===== src/rtl/img_sequencer_pkg.sv =====
// Shared types and helpers for the image capture/readout sequencer.
package img_sequencer_pkg;

  typedef enum logic [2:0] {
    Idle,
    CapIssue,
    CapWait,
    RdIssue,
    RdWait
  } seq_state_t;

  typedef enum logic [1:0] {
    ImgSeq_Err_None      = 2'd0,
    ImgSeq_Err_NoImage   = 2'd1,
    ImgSeq_Err_WordCount = 2'd2,
    ImgSeq_Err_Timeout   = 2'd3
  } seq_err_t;

  // Bits needed to hold the value n itself (counters that load n and count down to 0).
  function automatic int RegWidth(input int n);
    return $clog2(n + 1);
  endfunction

endpackage


===== src/rtl/img_sequencer_if.sv =====
// Host request, controller command and status signals of the image sequencer.
interface img_sequencer_if
  import img_sequencer_pkg::*;
#(
  parameter int ImgWordCount = 4096 * 4096
);
  localparam int WcWidth = RegWidth(ImgWordCount);

  logic               req_capture;
  logic               req_readout;
  logic               req_skipCount;
  logic               req_thumb;
  logic               ic_capture;
  logic               ic_readout;
  logic               ic_ramBlock;
  logic               ic_skipCount;
  logic               ic_thumb;
  logic               ic_captureDone;
  logic [WcWidth-1:0] ic_captureWordCount;
  logic               ic_readoutXfer;
  logic               stat_busy;
  logic [1:0]         stat_valid;
  logic               stat_newest;
  logic               stat_captureOk;
  logic               stat_readoutDone;
  logic [1:0]         stat_err;

  modport master (
    input  req_capture, req_readout, req_skipCount, req_thumb,
    input  ic_captureDone, ic_captureWordCount, ic_readoutXfer,
    output ic_capture, ic_readout, ic_ramBlock, ic_skipCount, ic_thumb,
    output stat_busy, stat_valid, stat_newest, stat_captureOk, stat_readoutDone, stat_err
  );

  modport slave (
    output req_capture, req_readout, req_skipCount, req_thumb,
    output ic_captureDone, ic_captureWordCount, ic_readoutXfer,
    input  ic_capture, ic_readout, ic_ramBlock, ic_skipCount, ic_thumb,
    input  stat_busy, stat_valid, stat_newest, stat_captureOk, stat_readoutDone, stat_err
  );

endinterface


===== src/rtl/img_sequencer_watchdog.sv =====
// Stall watchdog: reloads on clr, counts down while enabled, flags expiry at zero.
module img_sequencer_watchdog
  import img_sequencer_pkg::*;
#(
  parameter int TimeoutCycles = 48_000_000
) (
  input  logic clk,
  input  logic rst_,
  input  logic i_clr,
  input  logic i_en,
  output logic o_expired
);
  localparam int Width = RegWidth(TimeoutCycles);
  // Loading one less makes expiry land on the TimeoutCycles-th enabled cycle.
  localparam logic [Width-1:0] LoadValue = Width'(TimeoutCycles - 1);

  logic [Width-1:0] r_count;

  always_ff @(posedge clk) begin
    if (!rst_) begin
      r_count <= '0;
    end else if (i_clr) begin
      r_count <= LoadValue;
    end else if (i_en && (r_count != '0)) begin
      r_count <= r_count - 1'b1;
    end
  end

  assign o_expired = (r_count == '0);

endmodule


===== src/rtl/img_sequencer.sv =====
// Serialises host capture/readout requests onto the controller command port with double-buffered RAM blocks.
module img_sequencer
  import img_sequencer_pkg::*;
#(
  parameter int ImgWordCount  = 4096 * 4096,
  parameter int TimeoutCycles = 48_000_000
) (
  input logic             clk,
  input logic             rst_,
  img_sequencer_if.master bus
);
  localparam int WcWidth = RegWidth(ImgWordCount);
  localparam logic [WcWidth-1:0] WordTarget = WcWidth'(ImgWordCount);

  seq_state_t       r_state, w_nextState;
  seq_err_t         r_err;
  logic             r_pendCap, r_pendRd, r_doneSample;
  logic             r_icCapture, r_icReadout;
  logic             r_ramBlock, r_skipCount, r_thumb, r_busy, r_newest;
  logic [1:0]       r_valid;
  logic             r_captureOk, r_readoutDone;
  logic [WcWidth-1:0] r_rdCount;
  logic             w_doneEdge, w_grantRd, w_grantCap, w_noImage;
  logic             w_issueCap, w_issueRd, w_capFinish, w_rdFinish, w_timeout;
  logic             w_wdClr, w_wdEn, w_wdExpired;

  assign w_doneEdge = bus.ic_captureDone ^ r_doneSample;

  img_sequencer_watchdog #(.TimeoutCycles(TimeoutCycles)) u_watchdog (
    .clk       (clk),
    .rst_      (rst_),
    .i_clr     (w_wdClr),
    .i_en      (w_wdEn),
    .o_expired (w_wdExpired)
  );

  always_ff @(posedge clk) begin
    if (!rst_) begin
      r_state   <= Idle;
      r_pendCap <= 1'b0;
      r_pendRd  <= 1'b0;
    end else begin
      r_state   <= w_nextState;
      r_pendCap <= w_grantCap ? 1'b0 : (r_pendCap | bus.req_capture);
      r_pendRd  <= w_grantRd  ? 1'b0 : (r_pendRd  | bus.req_readout);
    end
  end

  always_comb begin
    w_nextState = r_state;
    w_grantRd   = 1'b0;
    w_grantCap  = 1'b0;
    w_noImage   = 1'b0;
    w_issueCap  = 1'b0;
    w_issueRd   = 1'b0;
    w_capFinish = 1'b0;
    w_rdFinish  = 1'b0;
    w_timeout   = 1'b0;
    w_wdClr     = 1'b0;
    w_wdEn      = 1'b0;
    unique case (r_state)
      Idle: begin
        // Readout wins a tie so the newest image is read before it can be overwritten.
        if (r_pendRd) begin
          w_grantRd = 1'b1;
          if (r_valid == 2'b00) w_noImage = 1'b1;
          else                  w_nextState = RdIssue;
        end else if (r_pendCap) begin
          w_grantCap  = 1'b1;
          w_nextState = CapIssue;
        end
      end
      CapIssue: begin
        w_issueCap  = 1'b1;
        w_wdClr     = 1'b1;
        w_nextState = CapWait;
      end
      CapWait: begin
        w_wdEn = 1'b1;
        if (w_doneEdge) begin
          w_capFinish = 1'b1;
          w_nextState = Idle;
        end else if (w_wdExpired) begin
          w_timeout   = 1'b1;
          w_nextState = Idle;
        end
      end
      RdIssue: begin
        w_issueRd   = 1'b1;
        w_wdClr     = 1'b1;
        w_nextState = RdWait;
      end
      RdWait: begin
        w_wdEn = 1'b1;
        if (bus.ic_readoutXfer) begin
          w_wdClr = 1'b1;
          if (r_rdCount == WcWidth'(1)) begin
            w_rdFinish  = 1'b1;
            w_nextState = Idle;
          end
        end else if (w_wdExpired) begin
          w_timeout   = 1'b1;
          w_nextState = Idle;
        end
      end
      default: w_nextState = Idle;
    endcase
  end

  always_ff @(posedge clk) begin
    if (!rst_) begin
      r_ramBlock    <= 1'b0;
      r_skipCount   <= 1'b0;
      r_thumb       <= 1'b0;
      r_busy        <= 1'b0;
      r_valid       <= 2'b00;
      r_newest      <= 1'b0;
      r_captureOk   <= 1'b0;
      r_readoutDone <= 1'b0;
      r_err         <= ImgSeq_Err_None;
      r_rdCount     <= '0;
    end else begin
      r_captureOk   <= 1'b0;
      r_readoutDone <= 1'b0;
      if (w_grantRd || w_grantCap) r_err <= w_noImage ? ImgSeq_Err_NoImage : ImgSeq_Err_None;
      if (w_grantRd && !w_noImage) begin
        r_ramBlock <= r_newest;
        r_thumb    <= bus.req_thumb;
        r_busy     <= 1'b1;
      end
      // The target block is invalidated up front: a failed capture must never leave a stale image marked valid.
      if (w_grantCap) begin
        r_ramBlock          <= ~r_newest;
        r_skipCount         <= bus.req_skipCount;
        r_valid[~r_newest]  <= 1'b0;
        r_busy              <= 1'b1;
      end
      if (w_issueRd) begin
        r_rdCount <= WordTarget;
      end else if ((r_state == RdWait) && bus.ic_readoutXfer && (r_rdCount != '0)) begin
        r_rdCount <= r_rdCount - 1'b1;
      end
      if (w_capFinish) begin
        r_busy <= 1'b0;
        if (bus.ic_captureWordCount == WordTarget) begin
          r_valid[r_ramBlock] <= 1'b1;
          r_newest            <= r_ramBlock;
          r_captureOk         <= 1'b1;
        end else begin
          r_err <= ImgSeq_Err_WordCount;
        end
      end
      if (w_rdFinish) begin
        r_busy        <= 1'b0;
        r_readoutDone <= 1'b1;
      end
      if (w_timeout) begin
        r_busy <= 1'b0;
        r_err  <= ImgSeq_Err_Timeout;
      end
    end
  end

  // Command toggles and the done sampler deliberately ignore reset so reset never fakes a command or a completion.
  always_ff @(posedge clk) begin
    r_doneSample <= bus.ic_captureDone;
    if (rst_ && w_issueCap) r_icCapture <= ~r_icCapture;
    if (rst_ && w_issueRd)  r_icReadout <= ~r_icReadout;
  end

  assign bus.ic_capture       = r_icCapture;
  assign bus.ic_readout       = r_icReadout;
  assign bus.ic_ramBlock      = r_ramBlock;
  assign bus.ic_skipCount     = r_skipCount;
  assign bus.ic_thumb         = r_thumb;
  assign bus.stat_busy        = r_busy;
  assign bus.stat_valid       = r_valid;
  assign bus.stat_newest      = r_newest;
  assign bus.stat_captureOk   = r_captureOk;
  assign bus.stat_readoutDone = r_readoutDone;
  assign bus.stat_err         = r_err;

endmodule

===== src/flat_wrapper.sv =====
// flat-port wrapper written by rule: the top's interface ports become plain ports
module img_sequencer_flat import img_sequencer_pkg::*;
#(
  parameter int ImgWordCount  = 4096 * 4096,
  parameter int TimeoutCycles = 48_000_000
)
  (clk, rst_, bus_req_capture, bus_req_readout, bus_req_skipCount, bus_req_thumb, bus_ic_captureDone, bus_ic_captureWordCount, bus_ic_readoutXfer, bus_ic_capture, bus_ic_readout, bus_ic_ramBlock, bus_ic_skipCount, bus_ic_thumb, bus_stat_busy, bus_stat_valid, bus_stat_newest, bus_stat_captureOk, bus_stat_readoutDone, bus_stat_err);
  img_sequencer_if #(.ImgWordCount(ImgWordCount)) bus_i ();
  input logic clk;
  input logic rst_;
  input wire logic [$bits(bus_i.req_capture)-1:0] bus_req_capture;
  input wire logic [$bits(bus_i.req_readout)-1:0] bus_req_readout;
  input wire logic [$bits(bus_i.req_skipCount)-1:0] bus_req_skipCount;
  input wire logic [$bits(bus_i.req_thumb)-1:0] bus_req_thumb;
  input wire logic [$bits(bus_i.ic_captureDone)-1:0] bus_ic_captureDone;
  input wire logic [$bits(bus_i.ic_captureWordCount)-1:0] bus_ic_captureWordCount;
  input wire logic [$bits(bus_i.ic_readoutXfer)-1:0] bus_ic_readoutXfer;
  output wire logic [$bits(bus_i.ic_capture)-1:0] bus_ic_capture;
  output wire logic [$bits(bus_i.ic_readout)-1:0] bus_ic_readout;
  output wire logic [$bits(bus_i.ic_ramBlock)-1:0] bus_ic_ramBlock;
  output wire logic [$bits(bus_i.ic_skipCount)-1:0] bus_ic_skipCount;
  output wire logic [$bits(bus_i.ic_thumb)-1:0] bus_ic_thumb;
  output wire logic [$bits(bus_i.stat_busy)-1:0] bus_stat_busy;
  output wire logic [$bits(bus_i.stat_valid)-1:0] bus_stat_valid;
  output wire logic [$bits(bus_i.stat_newest)-1:0] bus_stat_newest;
  output wire logic [$bits(bus_i.stat_captureOk)-1:0] bus_stat_captureOk;
  output wire logic [$bits(bus_i.stat_readoutDone)-1:0] bus_stat_readoutDone;
  output wire logic [$bits(bus_i.stat_err)-1:0] bus_stat_err;
  assign bus_i.req_capture = bus_req_capture;
  assign bus_i.req_readout = bus_req_readout;
  assign bus_i.req_skipCount = bus_req_skipCount;
  assign bus_i.req_thumb = bus_req_thumb;
  assign bus_i.ic_captureDone = bus_ic_captureDone;
  assign bus_i.ic_captureWordCount = bus_ic_captureWordCount;
  assign bus_i.ic_readoutXfer = bus_ic_readoutXfer;
  assign bus_ic_capture = bus_i.ic_capture;
  assign bus_ic_readout = bus_i.ic_readout;
  assign bus_ic_ramBlock = bus_i.ic_ramBlock;
  assign bus_ic_skipCount = bus_i.ic_skipCount;
  assign bus_ic_thumb = bus_i.ic_thumb;
  assign bus_stat_busy = bus_i.stat_busy;
  assign bus_stat_valid = bus_i.stat_valid;
  assign bus_stat_newest = bus_i.stat_newest;
  assign bus_stat_captureOk = bus_i.stat_captureOk;
  assign bus_stat_readoutDone = bus_i.stat_readoutDone;
  assign bus_stat_err = bus_i.stat_err;
  img_sequencer #(.ImgWordCount(ImgWordCount), .TimeoutCycles(TimeoutCycles)) u_core (.clk(clk), .rst_(rst_), .bus(bus_i));
endmodule

===== config.mk =====
export PLATFORM = sky130hd
export DESIGN_NAME = img_sequencer_flat
export DESIGN_NICKNAME = d
export VERILOG_FILES = /design/src/rtl/img_sequencer_pkg.sv /design/src/rtl/img_sequencer_if.sv /design/src/rtl/img_sequencer_watchdog.sv /design/src/rtl/img_sequencer.sv /design/src/flat_wrapper.sv
export SDC_FILE = /design/constraint.sdc
export NUM_CORES = 1
export LEC_CHECK = 0
export ABC_AREA = 1
export ABC_CLOCK_PERIOD_IN_PS = 1700
export BUFFER_PORTS_ARGS = -buffer_cell sky130_fd_sc_hd__clkbuf_2
export CORE_MARGIN = 2
export CORE_UTILIZATION = 25
export CTS_CLUSTER_DIAMETER = 150
export DETAILED_ROUTE_END_ITERATION = 10
export HOLD_SLACK_MARGIN = 0.15
export PLACE_DENSITY = 0.37
export SETUP_SLACK_MARGIN = 0.02
export SLEW_MARGIN = 20
export SYNTH_ARGS = -nofsm -noshare
export SYNTH_HDL_FRONTEND = slang
export SYNTH_SLANG_ARGS = --single-unit

===== constraint.sdc =====
create_clock -name clk -period 1.7 [get_ports clk]
set_input_delay 0.34 -clock clk [delete_from_list [all_inputs] [get_ports clk]]
set_output_delay 0.34 -clock clk [all_outputs]
set_load 0.02 [all_outputs]

==> results.md, run 1 <==
* YS warnings at 0
* # DRC at 0
* Count of vias placed by the detailed router at 4573
* Critical path launch point type: flop
* Clock tree root buffer cell: sky130_fd_sc_hd__clkbuf_16
* Fraction of layout cells with a size suffix above 1 at 30.9%
* Most frequent standard cell in the layout excluding fill and tap cells: sky130_fd_sc_hd__nand2_1
* Highest clock rate at 598 MHz
* Number of top-level design ports at 46
* Ratio of final minimum period to clock period at 98.4%
* Post-DP Area at 5360 um^2
* Average wire length per cell after detail routing at 13.3 um
* Cell type with the largest total area after synthesis: sky130_fd_sc_hd__dfxtp_1
* Overall routed net length at 13700 um
* Clock Sinks at 70
* Hold Vio Cnt, Final at 0
* Initial cell density of the core at 25.3%
* Count of nets left with antenna violations after detail routing at 0
* Category of the most critical setup path: flop to flop
* Cell types with the largest area share after synthesis: sky130_fd_sc_hd__dfxtp_1, sky130_fd_sc_hd__nand2_1, sky130_fd_sc_hd__nor2_1
* Width of the die at 138 um
* Post-synth EDFFs at 2
* Worst hold-check path type: input pin to flop
* Number of instances on the worst hold path at 3
* Average size of a mapped cell at 6.53 um^2
* Worst supply voltage drop on vdd at 535 uV
* Final setup violating endpoints at 0
* Worst-path fanout max at 6
* Sequential area share after synthesis at 31.6%
* H-tree Lvls at 3
* First DRT Iteration DRCs at 240
* Clock buffer depth at 2
* Register-to-register path setup slack at 0.03 ns
* Row Count at 49
* GP Congestion at 0.794
* Crit Reg-Reg Startpoint: u_core.u_watchdog.r_count[1]
* Final count of pins violating max slew at 0
* Worst slew margin at 77.0%
* Area growth, synth to finish at 34.1%
* Setup repair after global routing missed its margin: true
* Number of cells on the worst reg-to-reg path at 10
* Post-Syn Area at 4500 um^2
* Worst skew pair latency at 0.34 ns
* Transition time at the pin with the least slew margin at 0.342 ns
* Number of register bits inferred by synthesis at 70
* Share of async-settable or async-resettable flops after synthesis at 0%
* Cells after synthesis at 688
* Top library cells by usage in the layout, fill and taps aside: sky130_fd_sc_hd__nand2_1, sky130_fd_sc_hd__nor2_1, sky130_fd_sc_hd__inv_1
* Areal power density over the cells at 952 nW/um^2
* Status: finished clean
* Pre-Repair DR Iteration Count at 4
* Finished layout cell area at 6030 um^2
* Wire length of the first global-routing pass at 22000 um
* Initial antenna violation count at 0
* Flip-flop cell with the highest count after synthesis: sky130_fd_sc_hd__dfxtp_1
* Share of the synthesized area in the top cell type at 30.3%
* Total gr overflow at 0
* Clock tree from TritonCTS: done
* Leak pwr at 2.92 nW
* Worst R2R End: u_core.bus.stat_busy
* Core Region at 17800 um^2
* Worst clock skew at 0.00907 ns
* Final TNS setup at 0 ns
* Post-synthesis net count at 726
* All-layer global routing usage at 14.1%
* Pin count of the biggest net entering global routing at 24
* Antenna Cells at 0
* Final worst path period need at 1.67 ns
* Critical path data arrival time at 1.90 ns
* Data required time of the critical path at 1.92 ns
* Height of the die at 138 um
* Endpoint with the worst hold slack: u_core.r_pendRd
* Number of distinct standard cells referenced by the synthesized netlist at 35
* CTS Buf Count at 9
* Start point of the worst min-delay path: bus_req_readout
* Number of buffers inserted by port buffering at 45
* CP Capture Type: flop
* Layout Nets at 836
* DIE AREA at 19100 um^2
* Half-perimeter wire length after detailed placement at 10100 um
* Vias in the first global route at 4470
* Clock-pin slew on the worst setup and hold paths at 0.06 ns
* Vias per cell at 4.43
* Maximum capacitance violations at 0
-- sequential cells by signal, indices dropped and copies added, names as in the netlist, 2 cells and up --
| name | count |
|---|---|
| u_core.u_watchdog.r_count | 26 |
| u_core.r_rdCount | 25 |
| u_core.r_state | 3 |
| u_core.bus.stat_err | 2 |
| u_core.bus.stat_valid | 2 |
-- synthesized netlist by cell type (6+ instances only) --
cell type / n
sky130_fd_sc_hd__inv_2: 7
sky130_fd_sc_hd__buf_6: 8
sky130_fd_sc_hd__nand4_1: 11
sky130_fd_sc_hd__dfxtp_1: 68
sky130_fd_sc_hd__xor2_1: 10
sky130_fd_sc_hd__nand2_1: 173
sky130_fd_sc_hd__nor2_1: 118
sky130_fd_sc_hd__inv_1: 68
sky130_fd_sc_hd__nand3_1: 66
sky130_fd_sc_hd__nor2_4: 6
sky130_fd_sc_hd__nand2_2: 17
sky130_fd_sc_hd__o21ai_0: 12
sky130_fd_sc_hd__a21oi_2: 12
sky130_fd_sc_hd__a21oi_1: 33
sky130_fd_sc_hd__nor2_2: 12
sky130_fd_sc_hd__xnor2_1: 21
-- power by group --
part / switching (mW) / internal [mW]
clock: 0.766 / 1.18
combinational: 1.20 / 0.772
sequential: 0.0849 / 1.74
-- metal layers --
metal,wire [um],track usage (%),vias to the layer above
li1,-,-,2399
met5,0,0,-
met3,238,2.53,13
met4,223,4.51,0
met1,6510,17.7,2122
met2,6710,24.6,39
-- stage by stage --
step	total power [mW]	worst slack [ns]	utilization (%)	instances	hold slack [ns]
floorplan	3.06	0.154	-	688	0.368
global placement	3.60	0.0811	30.2	1004	0.471
global route	6.13	-0.0769	33.9	1032	0.263
CTS	5.58	0.0385	31.9	1021	0.222
finish	5.74	0.0268	33.9	1032	0.231
detailed placement	3.60	0.0602	30.2	1004	0.474
-- worst max-delay path by stage --
stage                                            start                       endpoint  slack [ns]  cells past startpoint
after floorplan           u_core.u_watchdog.r_count[0]   u_core.u_watchdog.r_count[1]        0.15                     12
after global placement    u_core.u_watchdog.r_count[6]   u_core.u_watchdog.r_count[6]        0.08                     10
after detailed placement  u_core.u_watchdog.r_count[0]  u_core.u_watchdog.r_count[13]        0.06                     12
after CTS                 u_core.u_watchdog.r_count[0]  u_core.u_watchdog.r_count[25]        0.04                     12
after global routing      u_core.u_watchdog.r_count[1]         u_core.bus.stat_err[1]       -0.08                     11
final                     u_core.u_watchdog.r_count[1]           u_core.bus.stat_busy        0.03                     10
-- cell families after synthesis --
| group | count (synthesis) | synth area share, % |
|---|---|---|
| AOI/OAI and AO/OA | 66 | 9.18 |
| buffers and inverters | 93 | 9.30 |
| and+or+nand+nor | 423 | 42.5 |
| DFF | 70 | 31.6 |
| xor gates and xnor gates | 31 | 6.04 |
| adders and majority gates | 5 | 1.39 |
-- critical path, stage by stage (launching register included) --
cell and delay [ns]:
sky130_fd_sc_hd__dfxtp_2 0.33, sky130_fd_sc_hd__inv_2 0.08, sky130_fd_sc_hd__ha_4 0.13, sky130_fd_sc_hd__inv_2 0.03, sky130_fd_sc_hd__nor2_2 0.09, sky130_fd_sc_hd__nand3_1 0.09, sky130_fd_sc_hd__nor2_2 0.16, sky130_fd_sc_hd__nand3_4 0.21
sky130_fd_sc_hd__or2_4 0.34, sky130_fd_sc_hd__nand3_2 0.06, sky130_fd_sc_hd__nor3_1 0.04
-- repair_timing --
action / in CTS / in global routing
hold buffers: 1 / 0
buffers inserted: 0 / 7
setup endpoints to repair: 0 / 42
gates resized for setup: 0 / 67
endpoints found under the hold margin: 1 / 0
-- area by class of cell --
type,count,area (um^2)
Inverter,77,289
Tap cell,229,287
Clock buffer,12,246
Sequential cell,70,1430
Clock inverter,4,48.8
Timing Repair Buffer,113,827
Fill cell,1970,11800
Multi-Input combinational cell,527,2900
No activity file was read; power rests on OpenSTA's default activity.
==> inputs of run 2 (changes only) <==
--- a/config.mk
+++ b/config.mk
@@ -9,11 +9,11 @@
 export ABC_CLOCK_PERIOD_IN_PS = 1700
 export BUFFER_PORTS_ARGS = -buffer_cell sky130_fd_sc_hd__clkbuf_2
 export CORE_MARGIN = 2
-export CORE_UTILIZATION = 25
+export CORE_UTILIZATION = 35
 export CTS_CLUSTER_DIAMETER = 150
 export DETAILED_ROUTE_END_ITERATION = 10
 export HOLD_SLACK_MARGIN = 0.15
-export PLACE_DENSITY = 0.37
+export PLACE_DENSITY = 0.49
 export SETUP_SLACK_MARGIN = 0.02
 export SLEW_MARGIN = 20
 export SYNTH_ARGS = -nofsm -noshare
==> results.md, run 2 (synthesized netlist as in run 1, its figures left out) <==
* Top library cells by usage in the layout, fill and taps aside: sky130_fd_sc_hd__nand2_1, sky130_fd_sc_hd__nor2_1, sky130_fd_sc_hd__dfxtp_1
* First DRT Iteration DRCs at 148 (-38%)
* Vias per cell at 4.64 (+4.6%)
* Critical path data arrival time at 1.90 ns (about the same)
* Number of buffers inserted by port buffering at 45 (unchanged)
* Worst hold-check path type: input pin to flop
* Setup repair after global routing missed its margin: true
* Highest clock rate at 600 MHz (+0.42%)
* Pin count of the biggest net entering global routing at 28 (+17%)
* Clock Sinks at 70 (unchanged)
* Number of instances on the worst hold path at 3 (unchanged)
* Count of filler cells inserted in the layout at 1341 (-32%)
* Maximum capacitance violations at 0 (unchanged)
* Clock-pin slew on the worst setup and hold paths at 0.06 ns (about the same)
* Worst-path fanout max at 6 (unchanged)
* DIE AREA at 13800 um^2 (-28%)
* Areal power density over the cells at 975 nW/um^2 (+2.5%)
* Clock buffer depth at 2 (unchanged)
* Total gr overflow at 0 (unchanged)
* Number of top-level design ports at 46 (unchanged)
* Number of cells on the worst reg-to-reg path at 10 (unchanged)
* Initial cell density of the core at 35.8% (+10 points)
* Finished layout cell area at 5720 um^2 (-5.0%)
* Post-DP Area at 5240 um^2 (-2.4%)
* Core occupancy in the finished layout at 45.5% (+12 points)
* Pre-Repair DR Iteration Count at 4 (unchanged)
* Width of the die at 117 um (-15%)
* Final setup violating endpoints at 0 (unchanged)
* Hold Vio Cnt, Final at 0 (unchanged)
* Area growth, synth to finish at 27.3%
* GP Congestion at 0.868 (+9.3%)
* Core Region at 12600 um^2 (-29%)
* Count of nets left with antenna violations after detail routing at 0 (unchanged)
* Power dissipated by switching net loads at 1.94 mW (-5.5%)
* Transition time at the pin with the least slew margin at 0.390 ns (+0.0478 ns)
* Final count of pins violating max slew at 0 (unchanged)
* Antenna Cells at 0 (unchanged)
* Clock tree from TritonCTS: done
* CP Capture Type: flop
* H-tree Lvls at 3 (unchanged)
* Data required time of the critical path at 1.93 ns (about the same)
* Worst supply voltage drop on vdd at 442 uV (-17%)
* Final hold slack at 0.222 ns (-0.00872 ns)
* Wire length of the first global-routing pass at 20200 um (-8.3%)
* Category of the most critical setup path: flop to flop
* Final worst path period need at 1.67 ns (-0.00698 ns)
* Height of the die at 117 um (-15%)
* CTS Buf Count at 9 (unchanged)
* Clock tree root buffer cell: sky130_fd_sc_hd__clkbuf_16
* Clock network fraction of total power at 35.2% (+1.4 points)
* Layout Nets at 819 (-2.0%)
* Ratio of final minimum period to clock period at 98.0% (-0.41 points)
* Share of total power in sequential cells at 32.8% (+1.0 points)
* Most frequent standard cell in the layout excluding fill and tap cells: sky130_fd_sc_hd__nand2_1
* Overall routed net length at 12000 um (-13%)
* Count of vias placed by the detailed router at 4441 (-2.9%)
* Status: finished clean
* Register bank with the most flops: u_core.u_watchdog.r_count
* Max reg flops at 26 (unchanged)
* Internal Pwr Total at 3.64 mW (-1.1%)
* Worst clock skew at 0.00647 ns (-0.00260 ns)
* Average wire length per cell after detail routing at 12.5 um (-5.7%)
* Largest registers: u_core.u_watchdog.r_count: 26 flops, u_core.r_rdCount: 25 flops, u_core.r_state: 3 flops
* Critical path launch point type: flop
* Fraction of layout cells with a size suffix above 1 at 26.0% (-4.9 points)
* Worst slew margin at 73.9% (-3.1 points)
* Half-perimeter wire length after detailed placement at 8870 um (-12%)
* # DRC at 0 (unchanged)
* Final TNS setup at 0 ns (unchanged)
* Switching Fraction at 34.7% (-1.0 points)
* Vias in the first global route at 4266 (-4.6%)
* Row Count at 41 (-16%)
* All-layer global routing usage at 18.1% (+3.9 points)
* Leak pwr at 2.78 nW (-4.7%)
* Power share of the combinational group at 32.0% (-2.4 points)
* Worst skew pair latency at 0.35 ns (about the same)
* Initial antenna violation count at 0 (unchanged)
[run 2: cell types whose count changed in the layout (fill, tap and decap cells not counted), sizes merged]
cell	delta
buf	-15
clkbuf	-3
clkinvlp	+1
[run 2: repair_timing]
action,CTS,global route
setup endpoints to repair,1,46
pin swaps,0,14
gates resized for setup,1,40
cloned,0,2
hold endpoints to repair,1,0
setup buffers,0,1
hold buffers,1,0
[run 2: worst paths after layout]
path,slack (ns),endpoint,from
worst max-delay path,0.03,u_core.bus.stat_busy,u_core.u_watchdog.r_count[0]
worst min-delay path,0.22,u_core.r_pendRd,bus_req_readout
worst max register to register,0.03,u_core.bus.stat_busy,u_core.u_watchdog.r_count[0]
worst min register to register,0.49,u_core.bus.stat_valid[1],u_core.bus.stat_valid[1]
[run 2: metrics by stage]
| step | total power, mW | std cells | worst slack (ns) |
|---|---|---|---|
| after floorplan | 3.06 | 688 | 0.154 |
| after global routing | 5.95 | 958 | -0.0520 |
| after global placement | 3.49 | 938 | 0.0698 |
| final | 5.58 | 958 | 0.0338 |
| after detailed placement | 3.50 | 938 | 0.0558 |
| after CTS | 5.50 | 955 | 0.0521 |
[run 2: cell type report]
class                      instances  area (um^2)  share of cell area, %
inverter                          77          292                   5.09
tap                              172          215                   3.76
timing repair buffer              96          677                   11.8
clock inverter                     5         56.3                  0.984
sequential                        70         1420                   24.9
clock buffer                      11          254                   4.44
multi-input combinational        527         2810                   49.0
[run 2: metal layers]
metal  wire (um)  up-vias  share of wire [%]  track usage [%]
met1        5660     2008                 47             23.2
met3         352       13                2.9             2.97
met5           0        -                  0                0
li1            -     2373                  -                -
met2        5750       47                 48             30.3
met4         216        0                1.8             7.08
[run 2: critical path: stages (launching register included)]
cell and delay [ns]:
sky130_fd_sc_hd__dfxtp_2 0.33, sky130_fd_sc_hd__inv_2 0.09, sky130_fd_sc_hd__ha_4 0.14, sky130_fd_sc_hd__inv_2 0.03, sky130_fd_sc_hd__nor2_2 0.08, sky130_fd_sc_hd__nand3_1 0.08, sky130_fd_sc_hd__nor2_2 0.16, sky130_fd_sc_hd__nand3_4 0.20
sky130_fd_sc_hd__or2_4 0.33, sky130_fd_sc_hd__nand3_2 0.07, sky130_fd_sc_hd__nor3_2 0.05
[run 2: power by group through the flow]
| stage | Clock, mW | Sequential, mW | Combinational (mW) |
|---|---|---|---|
| after floorplan | 0 | 1.86 | 1.20 |
| after global placement | 0 | 1.86 | 1.63 |
| after detailed placement | 0 | 1.86 | 1.64 |
| after CTS | 2.02 | 1.82 | 1.65 |
| after global routing | 2.09 | 1.84 | 2.02 |
| final | 1.96 | 1.83 | 1.79 |
